## src/rtl/reg_file_scoreboard.sv

```systemverilog
// ---------------------------------------------------------------------------
// reg_file_scoreboard
// 32 x 32-bit register file with a per-register pending-write scoreboard.
// Issue marks in-flight writes (sb_set), writeback retires them (wr_we).
// Reads are combinational, with write-through bypass from the writeback port.
//
// Ports
//   clk, rst            : clock, synchronous active-high reset
//   wr_we/wr_idx/wr_data: writeback write port (also retires a pending write)
//   rd0_idx, rd1_idx    : read indices; rd*_data / rd*_busy are combinational
//   sb_set, sb_idx      : issue request to mark sb_idx as pending
//   sb_ready            : sb_set would be accepted this cycle
//   flush_i             : clears every pending counter at the next edge
//   err_o               : sticky protocol error (overflowing set, or a write
//                         with nothing pending outside the post-flush cycle)
// ---------------------------------------------------------------------------
module reg_file_scoreboard #(
    parameter int CNT_W = 2
) (
    input  logic        clk,
    input  logic        rst,
    input  logic        wr_we,
    input  logic [4:0]  wr_idx,
    input  logic [31:0] wr_data,
    input  logic [4:0]  rd0_idx,
    input  logic [4:0]  rd1_idx,
    output logic [31:0] rd0_data,
    output logic [31:0] rd1_data,
    output logic        rd0_busy,
    output logic        rd1_busy,
    input  logic        sb_set,
    input  logic [4:0]  sb_idx,
    output logic        sb_ready,
    input  logic        flush_i,
    output logic        err_o
);

    localparam logic [CNT_W-1:0] CNT_MAX = '1;

    logic [31:0]      r_regs [32];
    logic [CNT_W-1:0] r_cnt  [32];
    logic             r_err;
    logic             r_flush_d;

    logic [31:0]      w_inc;
    logic [31:0]      w_dec;
    logic             w_sb_ready;
    logic             w_err_set;

    // A saturated counter can still accept a set when the same index retires
    // in this cycle: the increment and decrement cancel out.
    assign w_sb_ready = (sb_idx == 5'd0) ||
                        (r_cnt[sb_idx] != CNT_MAX) ||
                        (wr_we && (wr_idx == sb_idx));

    always_comb begin
        w_inc = '0;
        w_dec = '0;
        for (int i = 1; i < 32; i++) begin
            w_inc[i] = sb_set && w_sb_ready && (sb_idx == 5'(i)) && !flush_i;
            w_dec[i] = wr_we && (wr_idx == 5'(i)) && (r_cnt[i] != '0);
        end
    end

    // Writes arriving right after a flush belong to instructions whose pending
    // marks the flush wiped, so they are not treated as unexpected.
    assign w_err_set = (sb_set && !w_sb_ready) ||
                       (wr_we && (wr_idx != 5'd0) && (r_cnt[wr_idx] == '0) && !r_flush_d);

    always_ff @(posedge clk) begin
        if (rst) begin
            for (int i = 0; i < 32; i++) begin
                r_regs[i] <= '0;
                r_cnt[i]  <= '0;
            end
            r_err     <= 1'b0;
            r_flush_d <= 1'b0;
        end else begin
            for (int i = 1; i < 32; i++) begin
                if (wr_we && (wr_idx == 5'(i))) begin
                    r_regs[i] <= wr_data;
                end
            end
            for (int i = 0; i < 32; i++) begin
                if (flush_i) begin
                    r_cnt[i] <= '0;
                end else if (w_inc[i] && !w_dec[i]) begin
                    r_cnt[i] <= r_cnt[i] + CNT_W'(1);
                end else if (w_dec[i] && !w_inc[i]) begin
                    r_cnt[i] <= r_cnt[i] - CNT_W'(1);
                end
            end
            if (w_err_set) begin
                r_err <= 1'b1;
            end
            r_flush_d <= flush_i;
        end
    end

    always_comb begin
        rd0_data = r_regs[rd0_idx];
        if (rd0_idx == 5'd0) begin
            rd0_data = '0;
        end else if (wr_we && (wr_idx == rd0_idx)) begin
            rd0_data = wr_data;
        end
        rd1_data = r_regs[rd1_idx];
        if (rd1_idx == 5'd0) begin
            rd1_data = '0;
        end else if (wr_we && (wr_idx == rd1_idx)) begin
            rd1_data = wr_data;
        end
    end

    // Busy reflects the count after any retirement happening this cycle.
    assign rd0_busy = (rd0_idx != 5'd0) &&
                      ((r_cnt[rd0_idx] - CNT_W'(w_dec[rd0_idx])) != '0);
    assign rd1_busy = (rd1_idx != 5'd0) &&
                      ((r_cnt[rd1_idx] - CNT_W'(w_dec[rd1_idx])) != '0);

    assign sb_ready = w_sb_ready;
    assign err_o    = r_err;

endmodule

```

## config.mk

```make
export PLATFORM = sky130hd
export DESIGN_NAME = reg_file_scoreboard
export DESIGN_NICKNAME = d
export VERILOG_FILES = /design/src/rtl/reg_file_scoreboard.sv
export SDC_FILE = /design/constraint.sdc
export NUM_CORES = 2
export LEC_CHECK = 0
export ABC_AREA = 1
export CAP_MARGIN = 20
export CORE_MARGIN = 5
export CORE_UTILIZATION = 25
export CTS_CLUSTER_SIZE = 28
export DETAILED_ROUTE_END_ITERATION = 8
export PLACE_DENSITY_LB_ADDON = 0.15
export SYNTH_ARGS = -nofsm -noshare
export SYNTH_HDL_FRONTEND = slang
export SYNTH_SLANG_ARGS = --single-unit
```

## constraint.sdc

```tcl
create_clock -name clk -period 5.9 [get_ports clk]
set_input_delay 1.475 -clock clk [delete_from_list [all_inputs] [get_ports clk]]
set_output_delay 1.475 -clock clk [all_outputs]
set_load 0.005 [all_outputs]
```

Word-level counts from Yosys, hierarchy flattened
Memories as Yosys holds them, arrays and structs flattened.
Index checks and enable logic that the tools add are counted.

word-level totals
  register bits after elaboration = 2
  RAM bits = 1088
  output and inout bits = 68
  logic and storage cells = 1075
  memories kept = 2

memory list
  memory  words  width  rd ports  clocked after Yosys merged registers in  wr ports  RTL line  text
  r_regs  32     32     2         0                                        32        40        logic [31:0] r_regs [32];
  r_cnt   32     2      35        0                                        32        41        logic [CNT_W-1:0] r_cnt [32];

operators by class
  $add $sub $neg = 64
  $lt $le $gt $ge = 2
  equal/unequal tests = 66
  multiplexer cells = 510
  bitwise operators = 125
  reduce and logical (&&, ||, !) cells = 304

operators by type and width
  operator                                                                       count
  32-bit two-way mux                                                             35
  1-bit two-way mux                                                              379
  1-bit logical AND                                                              196
  2-bit two-way mux                                                              94
  5-bit == test (second input constant)                                          32
  1-bit bitwise OR                                                               125
  5-bit by 4-bit == test with 1-bit output (second input constant)               16
  2-bit nonzero test                                                             33
  1-bit logical NOT                                                              65
  2-bit by 1-bit adder with 2-bit output (second input constant)                 31
  2-bit by 1-bit subtractor with 2-bit output (second input constant)            31
  5-bit by 3-bit == test with 1-bit output (second input constant)               8
  5-bit by 2-bit == test with 1-bit output (second input constant)               4
  5-bit == test                                                                  3
  5-bit logical NOT                                                              3
  5-bit nonzero test                                                             3
  5-bit by 6-bit less-than comparator with 1-bit output (second input constant)  2
  1-bit binary-select mux with 5-bit select                                      2
  5-bit by 1-bit == test with 1-bit output (second input constant)               2
  2-bit by 1-bit subtractor with 2-bit output                                    2
  1-bit logical OR                                                               3
  2-bit logical NOT                                                              1
  2-bit != test (second input constant)                                          1

Depth between registers and ports, before layout
An unclocked memory read counts as a cell.

  word-level depth = 15
  gate-level depth with buffers = 20
  depth with buffers taken out = 17

Worst setup path before layout
Ideal clock, no wire load.

  path type = input to register
  start = in wr_idx[1]
  end = mem r_regs[29][0], enable pin
  setup time = 466 ps
  arrival = 4332 ps
  required time = 5434 ps
  slack = 1103 ps
  cell stages on the path = 6
  cell sequence = buf_2 inv_1 nand2_1 inv_1 nand2_1 o21ai_0

RTL lines
  element             RTL line  text
  start: declaration  23        input logic [4:0] wr_idx,
  end: declaration    40

Final worst setup path
  start = in wr_we
  end = out rd1_busy

on the way
  longest elaborated chain between the ends = 7

RTL lines
  element                                          RTL line  text
  start: declaration                               22        input logic wr_we,
  1-bit logical AND (2 in series)                  61        w_dec[i] = wr_we && (wr_idx == 5'(i)) && (r_cnt[i] != '0);
  1-bit binary-select mux with 5-bit select (*)    119       ((r_cnt[rd1_idx] - CNT_W'(w_dec[rd1_idx])) != '0);
  1-bit two-way mux (implied by the code) (*)      119
  2-bit by 1-bit subtractor with 2-bit output (*)  119
  2-bit nonzero test (*)                           119
  1-bit logical AND (*)                            118       assign rd1_busy = (rd1_idx != 5'd0) &&
  end: declaration                                 30        output logic rd1_busy,

Mark *: on every way between the ends. The rest lies on a longest branch, timed or not. The select of a mux whose other input is x is not followed.

==> impl_results.md <==
- Fin Hold WS: 0.529 ns
- MaxCap Viol Count: 0
- Clock sink total: 1056
- Psw: roughly 5900 µW
- Post-synthesis simple-gate area fraction: 16.4%
- Top_reg_cell synth: edfxtp_1
- Critical path's slowest cell: clkdlybuf4s50_1
- CP most frequent cell: nand3_1
- Async SR Flop Fraction: 0%
- Period utilization: 98.3%
- Worst Max-Slew Pin Slew: 1.05 ns
- DP HPWL: 183000 µm
- Buf+Inv Stages, Crit Path: 5
- Pre-CTS WS: -0.158 ns
- Num CTS Buffers: 121
- Min-Delay Path Class: register to register
- Comb pwr share: 16.1%
- Setup violations, final: 0
- TritonCTS clock tree: done
- Max Slew Vio Count: 0
- I/O pin cnt: 125
- Clk buf depth: 3
- Status: finished clean
- Static leakage: around 0.024 µW
- GPL Wtd Cong: 0.913
- Largest net degree at the start of global routing: 108
- Number of synthesis warnings: 0
- Clock Skews: 0.0575 ns
- # rows: 175
- Post-synthesis mux area share: 0.105%
- Worst Setup Path Type: input port to output pin
- Area growth from synthesis to layout: 19.2%
- 1st-pass router iterations: 6
- Cells after Synth: between 6000 and 7000
- Worst path cell trace: clkdlybuf4s50_1, nand2_1, inv_2, buf_4, nand2_2, nor2_1, inv_1, a21oi_1, nand3_1, nand3_1, nand3_1, nand2_1, nand2_1, nand3_1, clkdlybuf4s50_1
- Drt initial violations: 7368
- Initial antenna violation count: 11
- CP delay by family, top: buffers and inverters
- GR Overflow Total: 0
- Sequential area share after synthesis: 55.3%
- Hold-fix buffer count after cts: 0
- Remaining DRCs: 0
- Final worst setup slack: 0.103 ns
- Global Route Usage Sum: 24.6%
- Rel. slew slack: slightly below 30%
- Synth Net Count: 6494
- Tmin final: around 5.8 ns
- DR vias: 54200
- Post-Synth Adder-Cell Area: 0.677%
- Peak supply drop: 0.000241 V
- Distinct cell type count after synthesis: 43
- Syn Area/Cell: about 8.9 µm²
- Vias in the first global route: 52200
- Main combinational cell family by area after synthesis: compound AO/OA/AOI/OAI gates
- Clock Tree Root: clkbuf_16
- Hold Fails Final Rpt: 0
- Post-synth EDFFs: about 1100
- Clk slew on worst S/H paths: 0.06 ns
- Die W: between 400 and 500 µm
- Nets: between 6000 and 7000
- Clk pwr share: 37.9%
- Switch share: 29.6%
- First-pass GRT wire length: 419000 µm
- Post-Synth XOR/XNOR Area: less than 1%
- Internal power: approximately 14000 µW
- DRT antenna net count: 0
- Post-Route WL: 304000 µm
- Crit-path max FO: 11
- Arr. time, crit path: between 4 and 5 ns
- Initial core utilization: between 20 and 30%
- Clk_lat worst skew: 0.79 ns
- RSZ-0062 raised after global routing: yes
- #FFs+latches synth: 1056
- Fmax: 173 MHz
- WP data required: between 4 and 5 ns
- Pwr per Cell Area: roughly 290 mW/mm²
- Full die area: approximately 0.24 mm²
- Wire length per cell: approximately 32 µm
- Area of the core: 0.228 mm²
- CP endpoint kind: output pin
- Vias per cell: 5.64
- Die Height: a little under 500 µm
- Mapped Area: 0.0573 mm²
- Buffers on Ports: roughly 120
- Delay of the slowest critical-path stage: 0.58 ns
- Compound-Gate Fraction of Synth Area: 20.5%
- Critical Path Start Type: input port
- Most frequent cells in the layout: 1144 x nor2_1, 1054 x edfxtp_1, 889 x o21ai_0
- Share of cells above drive strength 1: 10.3%
- Most common cell after layout, fill and taps aside: nor2_1
- Clock H-tree levels: 3
- Share of power burned in registers: 45.9%
-- power groups by stage --
stage	logic (µW)	clock network [µW]	registers, µW
floorplan	1490	0	9140
global placement	3140	0	9220
detailed placement	3140	0	9220
CTS	3150	7610	9070
global route	3360	7930	9130
finish	3190	7500	9080
-- worst min-delay path: stages (launching register included) --
cell and delay [ns]:
dfxtp_1 0.33, nor2_1 0.05, a21oi_1 0.11
-- metal layers --
layer  global-route usage (%)  vias up  part of all wire (%)
met5                        0        -                0.0056
met4                     9.21        4                   4.2
met3                     4.35      608                   8.9
met2                     38.2     3254                    44
met1                     34.2    27300                    43
li1                         -    23100                     -
-- metrics by stage --
step / cells / total power (µW) / cell area, µm² / TNS (ns) / util (%)
after floorplan: 6406 / 10600 / 57300 / 0 / -
after global placement: 9389 / 12400 / 64400 / -0.427 / 28.3
after detailed placement: 9389 / 12400 / 64400 / -0.310 / 28.3
after CTS: 9615 / 19800 / 68200 / 0 / 29.9
after global routing: 9617 / 20400 / 68200 / -0.0268 / 30.0
final: 9619 / 19800 / 68200 / 0 / 30.0
-- final cells by class --
type / count / area (µm²)
Tap cell: 3009 / 3760
Fill cell: 23700 / 159000
Antenna cell: 3 / 7.51
Timing Repair Buffer: 517 / 5290
Inverter: 469 / 1830
Clock buffer: 154 / 3190
Clock inverter: 70 / 603
Sequential cell: 1056 / 31700
Multi-Input combinational cell: 4341 / 21900
-- state kept, by name, indices dropped and copies added, names as in the netlist --
name,flops
r_cnt,62
r_regs,992
r_flush_d,1
err_o,1
-- cells in the mapped netlist (31+ instances only) --
master / instances / area (µm²)
o211ai_1: 142 / 1070
a21oi_1: 463 / 2320
buf_2: 86 / 430
o2111ai_1: 41 / 359
o21ai_0: 891 / 4460
nand3_1: 340 / 1700
edfxtp_1: 1054 / 31700
o221ai_1: 177 / 1550
clkinv_1: 37 / 139
a221oi_1: 116 / 1020
nand2_1: 759 / 2850
clkbuf_1: 380 / 1430
ha_1: 31 / 388
inv_1: 407 / 1530
nor2_1: 1150 / 4320
a22oi_1: 75 / 563
buf_1: 62 / 233
-- timing repair --
action	CTS	global route
buffers inserted	2	1
pin swaps	1	1
resized for setup	2	13
endpoints found under the setup margin	6	18
-- final timing paths --
| path | slack (ns) | end | depth (start not counted) | start |
|---|---|---|---|---|
| setup / recovery | 0.10 | rd1_busy | 15 | wr_we |
| hold / removal | 0.53 | err_o | 2 | err_o |
| setup reg to reg | 2.80 | r_cnt[17][1] | 15 | r_cnt[16][0] |
| hold reg to reg | 0.53 | err_o | 2 | err_o |
-- logic make-up (layout without fill, tap and decap cells) --
group / count (synthesis) / after routing
AO/OA/AOI/OAI: 1971 / 1971
XOR/XNOR: 1 / 1
adder cells (fa/ha/maj): 31 / 31
buffers and inverters: 1009 / 1210
flip-flops: 1056 / 1056
multiplexers: 6 / 6
other: 0 / 3
AND/OR/NAND/NOR: 2332 / 2332
Note: power is estimated with default switching activity, not from simulation.
